===== src/rtl/fetch_control_unit_pkg.sv =====
// Shared CPU definitions: opcodes, instruction field widths and fetch FSM state codes.
// Used by fetch_control_unit, instruction_decoder and the datapath.
package fetch_control_unit_pkg;

    localparam int unsigned INSTR_WIDTH_DEF    = 16;
    localparam int unsigned OPCODE_LENGTH_DEF  = 5;
    localparam int unsigned OPERAND_LENGTH_DEF = 11;
    localparam int unsigned PC_WIDTH_DEF       = 11;
    localparam int unsigned COUNTER_WIDTH_DEF  = 32;

    localparam logic [4:0] OP_HALT = 5'd0;
    localparam logic [4:0] OP_STO  = 5'd1;
    localparam logic [4:0] OP_LD   = 5'd2;
    localparam logic [4:0] OP_LDI  = 5'd3;
    localparam logic [4:0] OP_ADD  = 5'd4;
    localparam logic [4:0] OP_ADDI = 5'd5;
    localparam logic [4:0] OP_SUB  = 5'd6;
    localparam logic [4:0] OP_SUBI = 5'd7;

    localparam logic [2:0] ST_IDLE   = 3'd0;
    localparam logic [2:0] ST_FETCH  = 3'd1;
    localparam logic [2:0] ST_LOAD   = 3'd2;
    localparam logic [2:0] ST_EXEC   = 3'd3;
    localparam logic [2:0] ST_HALTED = 3'd4;

    // States in which the cycle counter advances.
    function automatic logic is_running(input logic [2:0] state);
        return (state == ST_FETCH) || (state == ST_LOAD) || (state == ST_EXEC);
    endfunction

endpackage


===== src/rtl/fetch_control_unit_pc_register.sv =====
// Program counter: synchronous clear to zero, increment with natural wrap, otherwise hold.
module pc_register #(
    parameter int unsigned WIDTH = 11
) (
    input  logic             i_clock,
    input  logic             i_reset,
    input  logic             i_clear,
    input  logic             i_incr,
    output logic [WIDTH-1:0] o_pc
);

    logic [WIDTH-1:0] pc_q;
    logic [WIDTH-1:0] pc_d;

    always_comb begin
        pc_d = pc_q;
        if (i_clear) begin
            pc_d = '0;
        end else if (i_incr) begin
            pc_d = pc_q + WIDTH'(1);
        end
    end

    always_ff @(posedge i_clock) begin
        if (i_reset) begin
            pc_q <= '0;
        end else begin
            pc_q <= pc_d;
        end
    end

    assign o_pc = pc_q;

endmodule


===== src/rtl/fetch_control_unit.sv =====
// Fetch/sequencing stage: owns PC and IR, runs FETCH -> LOAD -> EXEC per instruction,
// presents opcode/operand to the decoder and tracks run cycles for debug.
module fetch_control_unit
    import fetch_control_unit_pkg::*;
#(
    parameter int unsigned PC_WIDTH       = PC_WIDTH_DEF,
    parameter int unsigned INSTR_WIDTH    = INSTR_WIDTH_DEF,
    parameter int unsigned OPCODE_LENGTH  = OPCODE_LENGTH_DEF,
    parameter int unsigned OPERAND_LENGTH = OPERAND_LENGTH_DEF,
    parameter int unsigned COUNTER_WIDTH  = COUNTER_WIDTH_DEF
) (
    input  logic                      i_clock,
    input  logic                      i_reset,
    input  logic                      i_start,
    input  logic [INSTR_WIDTH-1:0]    i_instruction,
    input  logic                      i_wrPC,
    output logic [PC_WIDTH-1:0]       o_addr_prog,
    output logic                      o_rd_prog,
    output logic [OPCODE_LENGTH-1:0]  o_opcode,
    output logic [OPERAND_LENGTH-1:0] o_operand,
    output logic                      o_exec,
    output logic                      o_halted,
    output logic [PC_WIDTH-1:0]       o_pc,
    output logic [COUNTER_WIDTH-1:0]  o_cycle_count
);

    logic [2:0]               state_q;
    logic [2:0]               state_d;
    logic [INSTR_WIDTH-1:0]   ir_q;
    logic [INSTR_WIDTH-1:0]   ir_d;
    logic [COUNTER_WIDTH-1:0] count_q;
    logic [COUNTER_WIDTH-1:0] count_d;
    logic                     pc_clear;
    logic                     pc_incr;
    logic [PC_WIDTH-1:0]      pc;
    logic                     exec_act;

    pc_register #(
        .WIDTH (PC_WIDTH)
    ) u_pc_register (
        .i_clock (i_clock),
        .i_reset (i_reset),
        .i_clear (pc_clear),
        .i_incr  (pc_incr),
        .o_pc    (pc)
    );

    always_comb begin
        state_d  = state_q;
        ir_d     = ir_q;
        count_d  = count_q;
        pc_clear = 1'b0;
        pc_incr  = 1'b0;

        case (state_q)
            ST_IDLE, ST_HALTED: begin
                if (i_start) begin
                    state_d  = ST_FETCH;
                    pc_clear = 1'b1;
                    count_d  = '0;
                end
            end
            ST_FETCH: state_d = ST_LOAD;
            ST_LOAD: begin
                ir_d    = i_instruction;
                state_d = ST_EXEC;
            end
            ST_EXEC: begin
                if (i_wrPC) begin
                    pc_incr = 1'b1;
                    state_d = ST_FETCH;
                end else begin
                    state_d = ST_HALTED;
                end
            end
            default: state_d = ST_IDLE;
        endcase

        // Saturate rather than wrap so long runs never read back as short ones.
        if (is_running(state_q) && (count_q != '1)) begin
            count_d = count_q + COUNTER_WIDTH'(1);
        end
    end

    always_ff @(posedge i_clock) begin
        if (i_reset) begin
            state_q <= ST_IDLE;
            ir_q    <= '0;
            count_q <= '0;
        end else begin
            state_q <= state_d;
            ir_q    <= ir_d;
            count_q <= count_d;
        end
    end

    // Outputs are masked by reset so they read zero in the very cycle reset is applied.
    assign exec_act      = (state_q == ST_EXEC) && !i_reset;
    assign o_exec        = exec_act;
    assign o_rd_prog     = (state_q == ST_FETCH) && !i_reset;
    assign o_halted      = (state_q == ST_HALTED) && !i_reset;
    assign o_addr_prog   = i_reset ? '0 : pc;
    assign o_pc          = i_reset ? '0 : pc;
    assign o_cycle_count = i_reset ? '0 : count_q;
    assign o_opcode      = exec_act ? ir_q[INSTR_WIDTH-1 -: OPCODE_LENGTH] : '0;
    assign o_operand     = exec_act ? ir_q[OPERAND_LENGTH-1:0] : '0;

endmodule


===== config.mk =====
export PLATFORM = sky130hd
export DESIGN_NAME = fetch_control_unit
export DESIGN_NICKNAME = d
export VERILOG_FILES = /design/src/rtl/fetch_control_unit_pkg.sv /design/src/rtl/fetch_control_unit_pc_register.sv /design/src/rtl/fetch_control_unit.sv
export SDC_FILE = /design/constraint.sdc
export NUM_CORES = 1
export LEC_CHECK = 0
export BUFFER_PORTS_ARGS = -buffer_cell sky130_fd_sc_hd__buf_2
export CORE_MARGIN = 2
export CORE_UTILIZATION = 40
export DETAILED_ROUTE_END_ITERATION = 16
export MAX_ROUTING_LAYER = met4
export SYNTH_ARGS = -nofsm -noshare
export SYNTH_HDL_FRONTEND = slang
export SYNTH_SLANG_ARGS = --single-unit
export TNS_END_PERCENT = 20

===== constraint.sdc =====
create_clock -name i_clock -period 2.65 [get_ports i_clock]
set_input_delay 0.1325 -clock i_clock [delete_from_list [all_inputs] [get_ports i_clock]]
set_output_delay 0.1325 -clock i_clock [all_outputs]
set_load 0.02 [all_outputs]

======== Yosys cells after proc, flatten, opt, wreduce, memory -nomap -nowiden ========
Index checks and enable logic that the tools add are counted.
operators by class
  $add $sub $neg .......................... 2
  multiply operators ...................... 0
  div/mod/pow operators ................... 0
  magnitude comparators ................... 0
  eq/ne operators ......................... 6
  shift-type cells ........................ 0
  muxes and demuxes ....................... 14
  bitwise operators ....................... 0
  reductions and logical operators ........ 13
operator list
  kind                                                                    count
  32-bit two-way mux                                                      4
  32-bit by 1-bit adder with 32-bit output (second input constant)        1
  32-bit != test (second input constant)                                  1
  11-bit two-way mux                                                      2
  3-bit case mux with 4 select lines                                      1
  11-bit by 1-bit adder with 11-bit output (second input constant)        1
  3-bit by 2-bit equality test with 1-bit output (second input constant)  2
  3-bit two-way mux                                                       2
  5-bit two-way mux                                                       1
  1-bit logical AND                                                       4
  1-bit two-way mux                                                       4
  2-bit nonzero test                                                      2
  2-bit OR reduction                                                      2
  3-bit by 1-bit equality test with 1-bit output (second input constant)  1
  3-bit equality test (second input constant)                             1
  3-bit logical NOT                                                       1
  1-bit logical OR                                                        2
  2-bit != test (second input constant)                                   1
  2-bit AND reduction                                                     1
  1-bit logical NOT                                                       1
storage, ports and cells
  flip-flop bits (word level) ............. 62
  latch bits .............................. 0
  memory bits (writable) .................. 0
  ROM bits ................................ 0
  input port bits ......................... 20
  output and inout port bits .............. 73
  logic and storage cells ................. 39
  memories ................................ 0

======== Longest topological paths before layout ========
  depth after elaboration ................. 6
  gate-level depth with buffers ........... 8
  mapped depth without buffers ............ 7

======== Modules after synthesis ========
A second synthesis with hierarchy kept.
unflattened totals
  cell total of the unflattened synthesis .. 446
  area total of the unflattened synthesis .. 3479.6 sq um
modules (own cells, without submodules)
  module              instances  cells an instance  area an instance (sq um)  seq. area each (sq um)
  fetch_control_unit  1          389                2954.1                    1021.0
  pc_register         1          57                 525.5                     220.2

======== Worst setup path after synthesis ========
OpenSTA, ideal clock, no wires.
  path type ............................... reg-to-reg
  start ................................... register count_q[8]
  end ..................................... register count_q[27]
  library setup time ...................... 0.074 ns
  data arrival time ....................... 2.116 ns
  data required time ...................... 2.576 ns
  setup slack ............................. 0.460 ns
  cell stages (with the launch flop) ...... 9
  buffers on the path ..................... 2
  period minus slack after synthesis ...... 2.190 ns
  cell sequence ........................... dfxtp_1 > clkbuf_1 > nand4_1 > or4_1 > buf_2 > nor4_4 > nand2_1 > or4_1 > a31oi_1
between the ends
  word-level cells in the longest chain between the ends .. 4
  elaborated cells on any way between the ends .. 7
  classes of those cells .................. add/sub: 1; eq/ne: 1; mux: 1; reduce/logical: 4
ends and longest elaborated chain
  what                                                                                              RTL line                  RTL
  from (decl)                                                                                       fetch_control_unit.sv:31  logic [COUNTER_WIDTH-1:0] count_q;
  from (signal assigned)                                                                            fetch_control_unit.sv:93  count_q <= count_d;
  parallel branches: the longest is 4 deep, another holds 32-bit by 1-bit adder with 32-bit output  --
Several ways; the timed one is not identified.
A chain may end at the register's enable or synchronous reset.

======== Worst setup path after layout ========
  start ................................... register count_q[0]
  end ..................................... register count_q[15]
The elaborated chain is that of the path after synthesis.

==> run summary <==
GLOBAL ROUTING
-----------------------------------------------------------------------------------
Number of antenna violations at the first check in global routing                 0
Largest net degree at the start of global routing                                38
Global-route wire length before repair                                     16190 um
Number of global-route vias before repair                                      3320
Total global routing overflow                                                     0
All-layer global routing usage                                               0.2118

FLOORPLANNING
-----------------------------------------------------------------------------------
Die outline area                                                          9481 um^2
Horizontal die dimension                                                   97.37 um
Vertical extent of the die                                                 97.37 um
Area of the core region                                                   8593 um^2
Number of top-level pins                                                         93
Starting density of the core                                                 0.4058
Cell row count                                                                   34

CLOCKING
-----------------------------------------------------------------------------------
Number of cells upsized or downsized after cts                                    0
Clock root buffer master                                                   clkbuf_8
H-tree lvl count                                                                  3
Cts hold-fix bufs                                                                 1
Inserted Clock Buffers                                                            9
Clock transition at the registers of the reported paths                     0.08 ns
Number of sinks on the clock net                                                 62
Number of buffers added for setup after CTS                                       0
Clock latency at the later pin of the worst-skew pair                       0.34 ns
Buffer depth of the longest clock path                                            2
Clock tree from TritonCTS                                                      done

DETAILED ROUTING
-----------------------------------------------------------------------------------
DRC violation count after routing                                                 0
Pre-Repair DR Iteration Count                                                     5
Final WL                                                                    9685 um
Number of DRC violations after detailed-routing iteration 0                     175
Detail-routed net length per standard cell                                 14.79 um
DR vias/cell                                                                  5.519
Post-route antenna net violation count                                            0
Routed via count                                                               3615

SYNTH
-----------------------------------------------------------------------------------
Number of unique standard cell types used by synthesis                           47
Post-synth net total                                                            482
Sequential element share of the synthesized area                             0.3559
Post-Synth Simple-Gate Area                                                  0.4033
Adder-cell share of the synthesized area                                   0.007176
Count of flip-flops with a built-in enable after synthesis                        0
Gate count after technology mapping                                             460
Post-synthesis mux area share                                              0.002870
Cell type with the highest aggregate area in the netlist                    dfxtp_1
Syn_area_per_cell                                                        7.581 um^2
Area fraction in compound gates after synthesis                              0.1450
Share of the synthesized area in the top cell type                           0.3559
Main combinational cell family by area after synthesis                 simple AND/OR/NAND/NOR gates
Post-synthesis instance area                                              3487 um^2
Ys async rst share                                                                0
Synth area leaders                                                     dfxtp_1 (36%), nor2b_1 (7.4%), nand2_1 (6.7%)
XOR/XNOR Fraction of Synth Area                                             0.02512
Synth Warn #                                                                      0
Leading register cell type out of synthesis                                 dfxtp_1
FF+latch count, synth                                                            62

CRITICAL PATH
-----------------------------------------------------------------------------------
Origin of the critical flop-to-flop path                                 count_q[0]
Cell-by-cell listing of the critical path                              ha_1, nand4_1, nor4_2, and4_1, nor2_1, o21ai_0, a311oi_1
Arrival @ worst endpoint                                                    2.75 ns
Critical path origin                                                     count_q[0]
WP buf/inv                                                                        0
Kind of end point of the critical path                                     register
CP Max Fanout                                                                    13
Crit Path Category                                                          reg2reg
Slowest cell on the critical path                                            nor2_1
Required time worst endpoint                                                2.91 ns
Crit-path leading delay family                                         simple AND/OR/NAND/NOR gates
Max stage delay on crit path                                                0.81 ns
Sort of element at the start of the critical path                          register

PWR
-----------------------------------------------------------------------------------
Static power due to leakage                                                1.777 nW
Clock Power Share                                                             0.377
Power dissipated by switching net loads                                 0.0006964 W
Pwr/cell area                                                          530.6 nW/um^2
Sw Share                                                                     0.3082
IR Drop Worst-Case VDD                                                  0.0002799 V
Internal power summed over all cells                                     0.001563 W
Part of the power in combinational logic                                      0.182
Sequential Power Share                                                        0.441

LAYOUT
-----------------------------------------------------------------------------------
Total area of sequential cells                                            1241 um^2
Cell area after layout                                                    4258 um^2
Diode insertion count for antenna repair                                          0
Fillcell total                                                                  872
Count of placed standard cells in the final layout, fillers left out            655
Signed area change from the synthesized netlist to the final layout          22.10%
Area of the multi-input gates                                             2046 um^2
Number of nets in the final layout                                              564
Share of cells above drive strength 1                                        0.2505

PLACED DESIGN
-----------------------------------------------------------------------------------
Last weighted congestion value of the routability-driven placer              0.9275
Dpl cell area                                                             4049 um^2
Estimated wirelength of the detail-placed design                            6948 um
Post-Place Setup Slack                                                    0.2042 ns
Count of buffers from port buffering                                             92
Number of cells after detailed placement                                        638

TIMING
-----------------------------------------------------------------------------------
Count of pins over their slew limit                                               0
Remaining max-slew budget at the tightest pin                                0.2957
Share of the clock period used by the worst path after layout                0.9418
PnR worst setup slack                                                     0.1544 ns
Transition at the pin with the smallest max-transition slack               1.053 ns
Skew final                                                              0.009169 ns
Highest attainable clock frequency                                        400.7 MHz
Final setup TNS                                                                0 ns
Setup repair after global routing missed its margin                              no
Hold WS                                                                  0.02332 ns
Final-report setup violation count                                                0
Post-route minimum period                                                  2.496 ns
Hold Violations, Final                                                            0

OUTCOME
-----------------------------------------------------------------------------------
Result of the run                                                      finished clean

RUN
-----------------------------------------------------------------------------------
Max-Cap Viols                                                                     0

HOLD PATH
-----------------------------------------------------------------------------------
Min-Delay Startpoint                                                   i_instruction[15]
Worst hold path class                                                        in2reg

==> state kept, by name (all words and copies together), names as in the netlist <==
register,flops
count_q,32
state_q,3
ir_q,16
u_pc_register.o_pc,11
==> cells in the mapped netlist, drive strengths merged, types with 4 or more instances <==
library cell  instances
a21o                  5
a21oi                36
a311oi                5
a31oi                 4
and2                 20
and3                  6
buf                  18
clkbuf               23
dfxtp                62
nand2                62
nand3                21
nand3b                4
nand4                18
nor2                 28
nor2b                41
nor3                 16
nor4                  5
o21ai                22
or3                   4
or4                  14
xnor2                 4
xor2                  6
==> cells in the final DEF, fill, tap and decap left out, types with 4 or more instances in the layout <==
cell type,count
a21o_1,5
a21oi_1,36
a311oi_1,5
a31oi_1,4
and2_1,20
and3_1,6
buf_2,92
buf_4,18
clkbuf_8,10
dfxtp_1,62
nand2_1,62
nand3_1,20
nand3b_1,4
nand4_1,18
nor2_1,28
nor2b_1,41
nor3_1,16
o21ai_0,22
or3_1,4
or4_1,14
xnor2_1,4
xor2_1,6
==> cell type report <==
cell class	instances	area share
Multi-Input combinational cell	354	0.4805
Inverter	3	0.002645
Tap cell	108	0.03174
Timing Repair Buffer	112	0.1469
Clock buffer	10	0.03232
Clock inverter	6	0.01440
Sequential cell	62	0.2915
==> worst min-delay path, cell delays in order <==
cell,delay (ns)
buf_2,0.09
nand2_1,0.04
a21oi_1,0.05
==> kinds of logic after synthesis <==
family                   after synthesis
AO/OA/AOI/OAI                         85
XOR/XNOR                              10
adder cells (fa/ha/maj)                2
buffers and inverters                 44
flip-flops                            62
multiplexers                           1
AND/OR/NAND/NOR                      256
==> through the flow <==
stage | total power, W | util
2_1_floorplan | 0.001273 | -
3_3_place_gp | 0.001415 | 0.4712
3_5_place_dp | 0.001429 | 0.4712
4_1_cts | 0.002280 | 0.4955
5_1_grt | 0.002383 | 0.4955
6_report | 0.002259 | 0.4955
==> layer usage <==
layer  share of wire  GRT usage
met1            0.44     0.2725
met2            0.48     0.3342
met3           0.062    0.03885
met4           0.016    0.07692
met5               0          -
==> power groups by stage <==
| stage | Sequential, W | Clock (W) | Combinational (W) |
|---|---|---|---|
| final | 0.000997 | 0.000852 | 0.000410 |
| after global routing | 0.00100 | 0.000925 | 0.000455 |
| after CTS | 0.000997 | 0.000871 | 0.000412 |
| after detailed placement | 0.00102 | 0 | 0.000410 |
| after global placement | 0.00101 | 0 | 0.000401 |
| after floorplan | 0.00100 | 0 | 0.000273 |
==> final timing paths <==
check,depth (start not counted),slack (ns),endpoint
worst min register to register,2,0.45,ir_q[5]
worst min-delay path,3,0.02,ir_q[15]
worst max register to register,7,0.15,count_q[15]
worst max-delay path,7,0.15,count_q[15]
(Power assumes the default switching activity.)
